### src/rtl/push_pkg.sv
// Shared types and constants for the push-button conditioner.
// Auto-repeat is enabled by defining PUSH_AUTOREPEAT_EN.
package push_pkg;

    localparam int unsigned PUSH_CH          = 4;
    localparam int unsigned DEBOUNCE_DEF     = 500000;
    localparam int unsigned REPEAT_DELAY_DEF = 25000000;
    localparam int unsigned REPEAT_RATE_DEF  = 5000000;

    typedef enum logic [1:0] {
        RELEASED = 2'd0,
        HELD     = 2'd1,
        REPEAT   = 2'd2
    } push_state_e;

endpackage

### src/rtl/push_conditioner_if.sv
// Button bundle between the board pins and the conditioner.
// The master drives the raw buttons; the slave returns the conditioned events.
interface push_conditioner_if;
    import push_pkg::*;

    logic [PUSH_CH-1:0] PUSH;
    logic [PUSH_CH-1:0] LEVEL;
    logic [PUSH_CH-1:0] PRESS;
    logic [PUSH_CH-1:0] RELEASE;

    modport master (
        output PUSH,
        input  LEVEL,
        input  PRESS,
        input  RELEASE
    );

    modport slave (
        input  PUSH,
        output LEVEL,
        output PRESS,
        output RELEASE
    );

endinterface

### src/rtl/push_channel.sv
// One button channel: 2-flop synchroniser, debounce, press/release FSM.
// Auto-repeat states and counter exist only with PUSH_AUTOREPEAT_EN.
module push_channel
    import push_pkg::*;
#(
    parameter int unsigned DEBOUNCE_CYCLES = DEBOUNCE_DEF,
    parameter int unsigned REPEAT_DELAY    = REPEAT_DELAY_DEF,
    parameter int unsigned REPEAT_RATE     = REPEAT_RATE_DEF,
    parameter bit          PUSH_ACTIVE_LOW = 1'b0
) (
    input  logic clk,
    input  logic rst_n,
    input  logic push_i,
    output logic level_o,
    output logic press_o,
    output logic release_o
);

    localparam int unsigned DW = $clog2(DEBOUNCE_CYCLES) + 1;
    localparam logic [DW-1:0] D_TERM = DW'(DEBOUNCE_CYCLES - 1);
    localparam logic [DW-1:0] D_ONE  = DW'(1);

`ifdef PUSH_AUTOREPEAT_EN
    localparam int unsigned RMAX =
        (REPEAT_DELAY > REPEAT_RATE) ? REPEAT_DELAY : REPEAT_RATE;
    localparam int unsigned RW = $clog2(RMAX) + 1;
    localparam logic [RW-1:0] R_DLY  = RW'(REPEAT_DELAY - 1);
    localparam logic [RW-1:0] R_RATE = RW'(REPEAT_RATE - 1);
    localparam logic [RW-1:0] R_ONE  = RW'(1);

    logic [RW-1:0] rcnt_q;
`else
    localparam int unsigned unused_rpt = REPEAT_DELAY ^ REPEAT_RATE;
`endif

    logic          sync1_q;
    logic          sync2_q;
    logic          stable_q;
    logic          stable_d;
    logic [DW-1:0] dcnt_q;
    logic [DW-1:0] dcnt_d;
    logic          pressed;
    logic          diff;
    logic          flip;
    push_state_e   state_q;
    logic          press_q;
    logic          release_q;

    // Synchroniser idles at the raw released level for either polarity.
    always_ff @(posedge clk or negedge rst_n) begin
        if (!rst_n) begin
            sync1_q <= PUSH_ACTIVE_LOW;
            sync2_q <= PUSH_ACTIVE_LOW;
        end else begin
            sync1_q <= push_i;
            sync2_q <= sync1_q;
        end
    end

    assign pressed = sync2_q ^ PUSH_ACTIVE_LOW;

    always_comb begin
        diff     = (pressed != stable_q);
        flip     = diff && (dcnt_q == D_TERM);
        stable_d = stable_q ^ flip;
        dcnt_d   = '0;
        if (diff && !flip) begin
            dcnt_d = dcnt_q + D_ONE;
        end
    end

    always_ff @(posedge clk or negedge rst_n) begin
        if (!rst_n) begin
            stable_q <= 1'b0;
            dcnt_q   <= '0;
        end else begin
            stable_q <= stable_d;
            dcnt_q   <= dcnt_d;
        end
    end

    // Pulses are issued on the same edge the debounced level flips.
    always_ff @(posedge clk or negedge rst_n) begin
        if (!rst_n) begin
            state_q   <= RELEASED;
            press_q   <= 1'b0;
            release_q <= 1'b0;
`ifdef PUSH_AUTOREPEAT_EN
            rcnt_q    <= '0;
`endif
        end else begin
            press_q   <= 1'b0;
            release_q <= 1'b0;
            unique case (state_q)
                RELEASED: begin
                    if (flip && !stable_q) begin
                        state_q <= HELD;
                        press_q <= 1'b1;
`ifdef PUSH_AUTOREPEAT_EN
                        rcnt_q  <= '0;
`endif
                    end
                end
                HELD, REPEAT: begin
                    if (flip && stable_q) begin
                        state_q   <= RELEASED;
                        release_q <= 1'b1;
`ifdef PUSH_AUTOREPEAT_EN
                        rcnt_q    <= '0;
`endif
                    end
`ifdef PUSH_AUTOREPEAT_EN
                    else if (rcnt_q ==
                             ((state_q == HELD) ? R_DLY : R_RATE)) begin
                        state_q <= REPEAT;
                        press_q <= 1'b1;
                        rcnt_q  <= '0;
                    end else begin
                        rcnt_q <= rcnt_q + R_ONE;
                    end
`endif
                end
                default: begin
                    state_q <= RELEASED;
                end
            endcase
        end
    end

    assign level_o   = stable_q;
    assign press_o   = press_q;
    assign release_o = release_q;

endmodule

### src/rtl/push_conditioner.sv
// Four independent debounced button channels feeding the pong bar logic.
// Define PUSH_AUTOREPEAT_EN to enable auto-repeat PRESS pulses.
module push_conditioner
    import push_pkg::*;
#(
    parameter int unsigned DEBOUNCE_CYCLES = DEBOUNCE_DEF,
    parameter int unsigned REPEAT_DELAY    = REPEAT_DELAY_DEF,
    parameter int unsigned REPEAT_RATE     = REPEAT_RATE_DEF,
    parameter bit          PUSH_ACTIVE_LOW = 1'b0
) (
    input  logic               CLK,
    input  logic               RSTn,
    push_conditioner_if.slave  bus
);

    logic [PUSH_CH-1:0] level_w;
    logic [PUSH_CH-1:0] press_w;
    logic [PUSH_CH-1:0] release_w;

    for (genvar i = 0; i < PUSH_CH; i++) begin : g_ch
        push_channel #(
            .DEBOUNCE_CYCLES (DEBOUNCE_CYCLES),
            .REPEAT_DELAY    (REPEAT_DELAY),
            .REPEAT_RATE     (REPEAT_RATE),
            .PUSH_ACTIVE_LOW (PUSH_ACTIVE_LOW)
        ) u_ch (
            .clk       (CLK),
            .rst_n     (RSTn),
            .push_i    (bus.PUSH[i]),
            .level_o   (level_w[i]),
            .press_o   (press_w[i]),
            .release_o (release_w[i])
        );
    end

    assign bus.LEVEL   = level_w;
    assign bus.PRESS   = press_w;
    assign bus.RELEASE = release_w;

endmodule
### src/flat_wrapper.sv
// flat-port wrapper written by rule: the top's interface ports become plain ports
module push_conditioner_flat import push_pkg::*;
#(
    parameter int unsigned DEBOUNCE_CYCLES = DEBOUNCE_DEF,
    parameter int unsigned REPEAT_DELAY    = REPEAT_DELAY_DEF,
    parameter int unsigned REPEAT_RATE     = REPEAT_RATE_DEF,
    parameter bit          PUSH_ACTIVE_LOW = 1'b0
)
  (CLK, RSTn, bus_PUSH, bus_LEVEL, bus_PRESS, bus_RELEASE);
  push_conditioner_if bus_i ();
  input  logic CLK;
  input  logic RSTn;
  input wire logic [$bits(bus_i.PUSH)-1:0] bus_PUSH;
  output wire logic [$bits(bus_i.LEVEL)-1:0] bus_LEVEL;
  output wire logic [$bits(bus_i.PRESS)-1:0] bus_PRESS;
  output wire logic [$bits(bus_i.RELEASE)-1:0] bus_RELEASE;
  assign bus_i.PUSH = bus_PUSH;
  assign bus_LEVEL = bus_i.LEVEL;
  assign bus_PRESS = bus_i.PRESS;
  assign bus_RELEASE = bus_i.RELEASE;
  push_conditioner #(.DEBOUNCE_CYCLES(DEBOUNCE_CYCLES), .REPEAT_DELAY(REPEAT_DELAY), .REPEAT_RATE(REPEAT_RATE), .PUSH_ACTIVE_LOW(PUSH_ACTIVE_LOW)) u_core (.CLK(CLK), .RSTn(RSTn), .bus(bus_i));
endmodule
### config.mk
export PLATFORM = sky130hd
export DESIGN_NAME = push_conditioner_flat
export DESIGN_NICKNAME = d
export VERILOG_FILES = /design/src/rtl/push_pkg.sv /design/src/rtl/push_conditioner_if.sv /design/src/rtl/push_channel.sv /design/src/rtl/push_conditioner.sv /design/src/flat_wrapper.sv
export SDC_FILE = /design/constraint.sdc
export NUM_CORES = 1
export LEC_CHECK = 0
export CAP_MARGIN = 40
export CORE_MARGIN = 3
export CORE_UTILIZATION = 62
export DETAILED_ROUTE_END_ITERATION = 6
export DONT_BUFFER_PORTS = 1
export PLACE_DENSITY = 0.8
export SYNTH_ARGS = -nofsm -noshare
export SYNTH_HDL_FRONTEND = slang
export SYNTH_HIERARCHICAL = 1
export SYNTH_SLANG_ARGS = --single-unit
### constraint.sdc
create_clock -name CLK -period 3.03 [get_ports CLK]
set_input_delay 0.7575 -clock CLK [delete_from_list [all_inputs] [get_ports CLK]]
set_output_delay 0.7575 -clock CLK [all_outputs]
set_load 0.03 [all_outputs]
==> results of run 1 <==
==> sequential cells by signal, summed over array words and instances, names as in the netlist, named ones only <==
signal                      cells
u_core/g_ch.u_ch/state_q        4
u_core/g_ch.u_ch/press_o        4
u_core/g_ch.u_ch/sync1_q        4
u_core/g_ch.u_ch/dcnt_q        80
u_core/g_ch.u_ch/release_o      4
u_core/g_ch.u_ch/pressed        4
==> worst register-to-register path, cell delays in order, from the launching register on <==
cell     delay (ns)
dfrtp_1        0.48
ha_1           0.27
and4_1         0.34
nand3_2        0.14
o21ai_4        0.54
nor2_1         0.13
==> metrics by stage <==
stage	total power, uW	std cells
6_report	2530	601
5_1_grt	2610	601
4_1_cts	2550	601
3_5_place_dp	1510	585
3_3_place_gp	1510	585
2_1_floorplan	1500	492
==> power breakdown <==
group	switching, uW	total, uW	internal (uW)
logic	34.3	53.4	19.0
clock network	469	1040	574
registers	24.6	1430	1410
total	528	2530	2000
==> cell families (layout without fill, tap and decap cells) <==
kind of cell	count (synthesis)	count (layout)
compound gates	36	36
xor+xnor	64	64
fa+ha+maj	4	4
buf+inv	32	36
flops	104	104
mux	4	4
simple gates	248	248
==> layer usage <==
metal | part of all wire | routed length (um) | global-route usage
met1 | 0.47 | 4470 | 0.270
met2 | 0.48 | 4550 | 0.332
met3 | 0.032 | 303 | 0.0556
met4 | 0.011 | 103 | 0.0497
met5 | 0 | 0 | 0
==> placed cells by master, fill, tap and decap left out, types with 10 or more instances in the layout <==
master,n
nand3_1,24
dfrtp_1,104
and3_1,20
xnor2_1,44
nand4_1,24
nor3_1,16
nand2_1,24
nor2_2,40
clkbuf_8,10
nor4_1,16
xor2_1,20
nor2_1,40
inv_1,20
==> final timing paths <==
check / end / depth (start not counted) / slack [ns] / startpoint
max: u_core/g_ch[0].u_ch/dcnt_q[7]$_DFF_PN0_ / 5 / 0.99 / u_core/g_ch[0].u_ch/dcnt_q[0]$_DFF_PN0_
min: u_core/g_ch[2].u_ch/dcnt_q[14]$_DFF_PN0_ / 0 / 0.07 / RSTn
max reg2reg: u_core/g_ch[0].u_ch/dcnt_q[7]$_DFF_PN0_ / 5 / 0.99 / u_core/g_ch[0].u_ch/dcnt_q[0]$_DFF_PN0_
min reg2reg: u_core/g_ch[2].u_ch/pressed$_DFF_PN0_ / 0 / 0.36 / u_core/g_ch[2].u_ch/sync1_q$_DFF_PN0_
max in group asynchronous: u_core/g_ch[1].u_ch/dcnt_q[12]$_DFF_PN0_ / 0 / 2.81 / RSTn
min in group CLK: u_core/g_ch[2].u_ch/pressed$_DFF_PN0_ / 0 / 0.36 / u_core/g_ch[2].u_ch/sync1_q$_DFF_PN0_
==> final cells by class <==
type,count,area share
well taps,105,0.0228
flip-flops and latches,104,0.452
inverters,20,0.0130
multi-input cells,356,0.468
clock buffers,10,0.0239
clock inverters,6,0.0198
==> impl_metrics.yaml, run 1 <==
clock_network:
  cts_tree: "built"
  postCtsSetupBuffers: 0
  cts_resized: 0
  cts_hold_buf: 0
  cts_sinks: 104
  clk_transition_reported_paths_ns: 0.09
  cts_buffers: 9
  htreeDepth: 3
  clock_latency_ns: 0.37
  cts-root-to-sink-buffers: 2
  cts_root_buffer: "clkbuf_8"
synthesis:
  synth_area_sq_um: 5480
  synth.top_cell.area_share: 0.475
  synthTopCellsByArea: "dfrtp_1, xnor2_1, nor2_2, xor2_1, nor4_4"
  synth_top_family_by_area: "simple AND/OR/NAND/NOR gates"
  synth-edff-count: 0
  synth_compound_area_frac: 0.0548
  synthAdderAreaFrac: 0.00913
  synth_warnings: 6
  seq_area_frac_synth: 0.475
  synth_cell_type_count: 32
  netlist_top_cells_count: "dfrtp_1, xnor2_1, nor2_1, nor2_2"
  postSynthCellCount: 492
  synthXorXnorAreaFrac: 0.102
  syn_nets: 502
  synth-seq-cells: 104
  synth_simple_gate_area_share: 0.317
  yosysTopAreaCell: "dfrtp_1"
  synthMuxAreaShare: 0.00822
  syn_area_per_cell_sq_um: 11.1
  ys_dominant_reg_cell: "dfrtp_1"
  async_flop_share: 1.00
  yosysMostFrequentCell: "dfrtp_1"
pwr:
  p_leak_uw: 0.00240
  vdd_drop_max_mv: 0.260
  powerDensity_nw_per_um2: 439
placed_design:
  io_buffers: 0
  gp_congestion: 0.812
  dp_hpwl_um: 6430
  place_ws_ns: 1.05
  dpl-instance-area_sq_um: 5500
min_path:
  hp-class: "in -> async"
worst_setup_path:
  critical_path_class: "reg -> reg"
  critical_path_required_ns: 3.26
  cp-end-kind: "flop"
  path_max_fanout: 18
  cp_top_family: "simple AND/OR/NAND/NOR gates"
  cp_cell_sequence: "ha_1 > and4_1 > nand3_2 > o21ai_4 > nor2_1"
  cp-start-kind: "flop"
  crit_slowest_cell: "o21ai_4"
  max_stage_delay_ns: 0.54
  crit_buf_inv: 0
  cp.arrival_ns: 2.28
detailed_routing:
  post_drt_via_cell_ratio: 6.09
  drtIter0Drc: 172
  post-route-drc-count: 0
  dr_total_vias: 3662
  wl_per_cell_um: 15.7
  wl_um: 9430
  ant_nets: 0
  drtPass1Iterations: 4
cells_and_area:
  fillerInstances: 615
  layout.nets: 501
  drive_gt1_frac: 0.194
  finalInstanceArea_sq_um: 5750
  layout-area-overhead-vs-synth_pct: 4.98
  final_core_util: 0.686
  ff_latch_area_sq_um: 2600
  diodes: 0
  multiInputGateArea_sq_um: 2690
timing:
  slew_viol_final: 0
  layout_setup_ws_ns: 0.986
  slew_headroom: 0.575
  hold_viol_final: 0
  period_share: 0.675
  rsz0062_at_grt: "false"
  skew_ns: 0.0108
  setup_tns_ns: 0
  fin_crit_ns: 2.04
  worst_pin_slew_ns: 0.636
  whs_ns: 0.0686
  fmax_mhz: 489
  setup_violations: 0
grt:
  track_usage: 0.203
  grt_pass1_wl_um: 16500
  antenna_found_initial: 0
  grt_max_degree: 105
  grt_pass1_vias: 3523
  grt_overflow_total: 0
flow_run:
  drv_cap: 0
floorplan:
  die_w_um: 100
  die-area_sq_um: 10000
  rows: 33
  ioPinCount: 18
  die_y_um: 100
  core_area_sq_um: 8380
  start_util: 0.654
run_status:
  status: "completed"
(Power assumes the default switching activity.)
==> inputs of run 2 (changes only) <==
==> constraint.sdc (replaced) <==
create_clock -name CLK -period 2.1 [get_ports CLK]
set_input_delay 0.525 -clock CLK [delete_from_list [all_inputs] [get_ports CLK]]
set_output_delay 0.525 -clock CLK [all_outputs]
set_load 0.03 [all_outputs]
==> impl_metrics.yaml, run 2 (synthesis results as in run 1) <==
clock_network:
  cts_root_buffer: "clkbuf_8"
  htreeDepth: 3
  postCtsSetupBuffers: 0
  cts-root-to-sink-buffers: 2
  clock_latency_ns: 0.36
  cts_sinks: 104
  cts_buffers: 9
  cts_tree: "built"
  clk_transition_reported_paths_ns: 0.09
cells_and_area:
  diodes: 0
  layout-area-overhead-vs-synth_pct: 5.34
  final_common_cell: "dfrtp_1"
  layout.nets: 509
  top_register: "u_core/g_ch.u_ch/dcnt_q"
  final_cell_mix: "dfrtp_1, xnor2_1, nor2_1, nor2_2"
  final_core_util: 0.689
  drive_gt1_frac: 0.201
  largest_register_ffs: 80
worst_setup_path:
  cp-end-kind: "flop"
  r2r_cells: 6
  critical_path_class: "reg -> reg"
  critical_path_required_ns: 2.35
  crit_slowest_cell: "dfrtp_1"
  cp_cell_sequence: "ha_1 > and4_1 > nand3_2 > o21ai_4 > buf_12 > nor2_2"
  path_max_fanout: 10
  cp.arrival_ns: 2.13
  max_stage_delay_ns: 0.44
  cp-start-kind: "flop"
detailed_routing:
  ant_nets: 0
  wl_per_cell_um: 16.2
  drtPass1Iterations: 4
  wl_um: 9860
  drtIter0Drc: 161
  dr_total_vias: 3655
  post_drt_via_cell_ratio: 6.01
  post-route-drc-count: 0
placed_design:
  io_buffers: 0
  dp_hpwl_um: 6780
  gp_congestion: 0.801
grt:
  track_usage: 0.216
  grt_max_degree: 105
  grt_overflow_total: 0
  grt_pass1_wl_um: 17600
  antenna_found_initial: 0
  grt_pass1_vias: 3778
run_status:
  status: "complete, but fails checks"
  failed_checks: "negative hold slack"
timing:
  hold_viol_final: 104
  setup_tns_ns: 0
  fmax_mhz: 531
  rsz0062_at_grt: "false"
  whs_ns: -0.153
  fin_crit_ns: 1.88
  slew_headroom: 0.691
  slew_viol_final: 0
  skew_ns: 0.00764
  setup_violations: 0
  period_share: 0.897
  worst_pin_slew_ns: 0.464
floorplan:
  rows: 33
  die_y_um: 100
  die-area_sq_um: 10000
  start_util: 0.654
  core_area_sq_um: 8380
  ioPinCount: 18
  die_w_um: 100
pwr:
  vdd_drop_max_mv: 0.412
  powerDensity_nw_per_um2: 569
  p_leak_uw: 0.00242
flow_run:
  drv_cap: 0
min_path:
  hp-class: "in -> async"
-- run 2: power breakdown --
| part | total [uW] | internal, uW | switching, uW |
|---|---|---|---|
| clock network | 1130 | 492 | 640 |
| logic | 92.6 | 39.9 | 52.7 |
| registers | 2060 | 2030 | 35.9 |
| total | 3290 | 2560 | 729 |
-- run 2: cell type report --
cell class | instances | area [sq um]
sequential | 104 | 2600
clock buffer | 13 | 159
multi-input combinational | 356 | 2690
timing repair buffer | 8 | 97.6
tap | 105 | 131
clock inverter | 2 | 15.0
inverter | 20 | 75.1
fill | 593 | 2610
-- run 2: metal layers --
metal,track usage,part of all wire,vias to the layer above
li1,-,-,1779
met1,0.283,0.46,1811
met2,0.359,0.49,50
met3,0.0514,0.028,15
met4,0.0663,0.014,0
met5,0,0,-
-- run 2: worst paths after layout --
| check | slack (ns) | to | from |
|---|---|---|---|
| min in group CLK | 0.18 | u_core/g_ch[2].u_ch/sync1_q$_DFF_PN0_ | bus_PUSH[2] |
| setup reg to reg | 0.22 | u_core/g_ch[2].u_ch/dcnt_q[9]$_DFF_PN0_ | u_core/g_ch[2].u_ch/dcnt_q[0]$_DFF_PN0_ |
| max in group asynchronous | 2.12 | u_core/g_ch[0].u_ch/sync1_q$_DFF_PN0_ | RSTn |
| setup / recovery | 0.22 | u_core/g_ch[2].u_ch/dcnt_q[9]$_DFF_PN0_ | u_core/g_ch[2].u_ch/dcnt_q[0]$_DFF_PN0_ |
| hold reg to reg | 0.37 | u_core/g_ch[1].u_ch/pressed$_DFF_PN0_ | u_core/g_ch[1].u_ch/sync1_q$_DFF_PN0_ |
| hold / removal | -0.15 | u_core/g_ch[3].u_ch/release_o$_DFF_PN0_ | RSTn |
-- run 2: critical path: cells and delay by family (launching register included) --
| kind | cells | cell delay, ns |
|---|---|---|
| buffers and inverters | 1 | 0.19 |
| AO/OA/AOI/OAI | 1 | 0.33 |
| AND/OR/NAND/NOR | 3 | 0.55 |
| adder cells (fa/ha/maj) | 1 | 0.25 |
| flip-flops | 1 | 0.44 |
-- run 2: per-stage QoR --
step | setup WS [ns] | instance area (sq um) | power [uW] | std cells
global placement | 0.299 | 5600 | 2190 | 593
detailed placement | 0.231 | 5600 | 2200 | 593
floorplan | 0.459 | 5480 | 2170 | 492
finish | 0.216 | 5770 | 3290 | 608
global route | 0.0581 | 5770 | 3440 | 608
CTS | 0.215 | 5770 | 3340 | 608
-- run 2: timing repair --
action	4_1_cts	5_1_grt
gates resized for setup	0	0
hold endpoints to repair	104	104
setup endpoints to repair	0	0
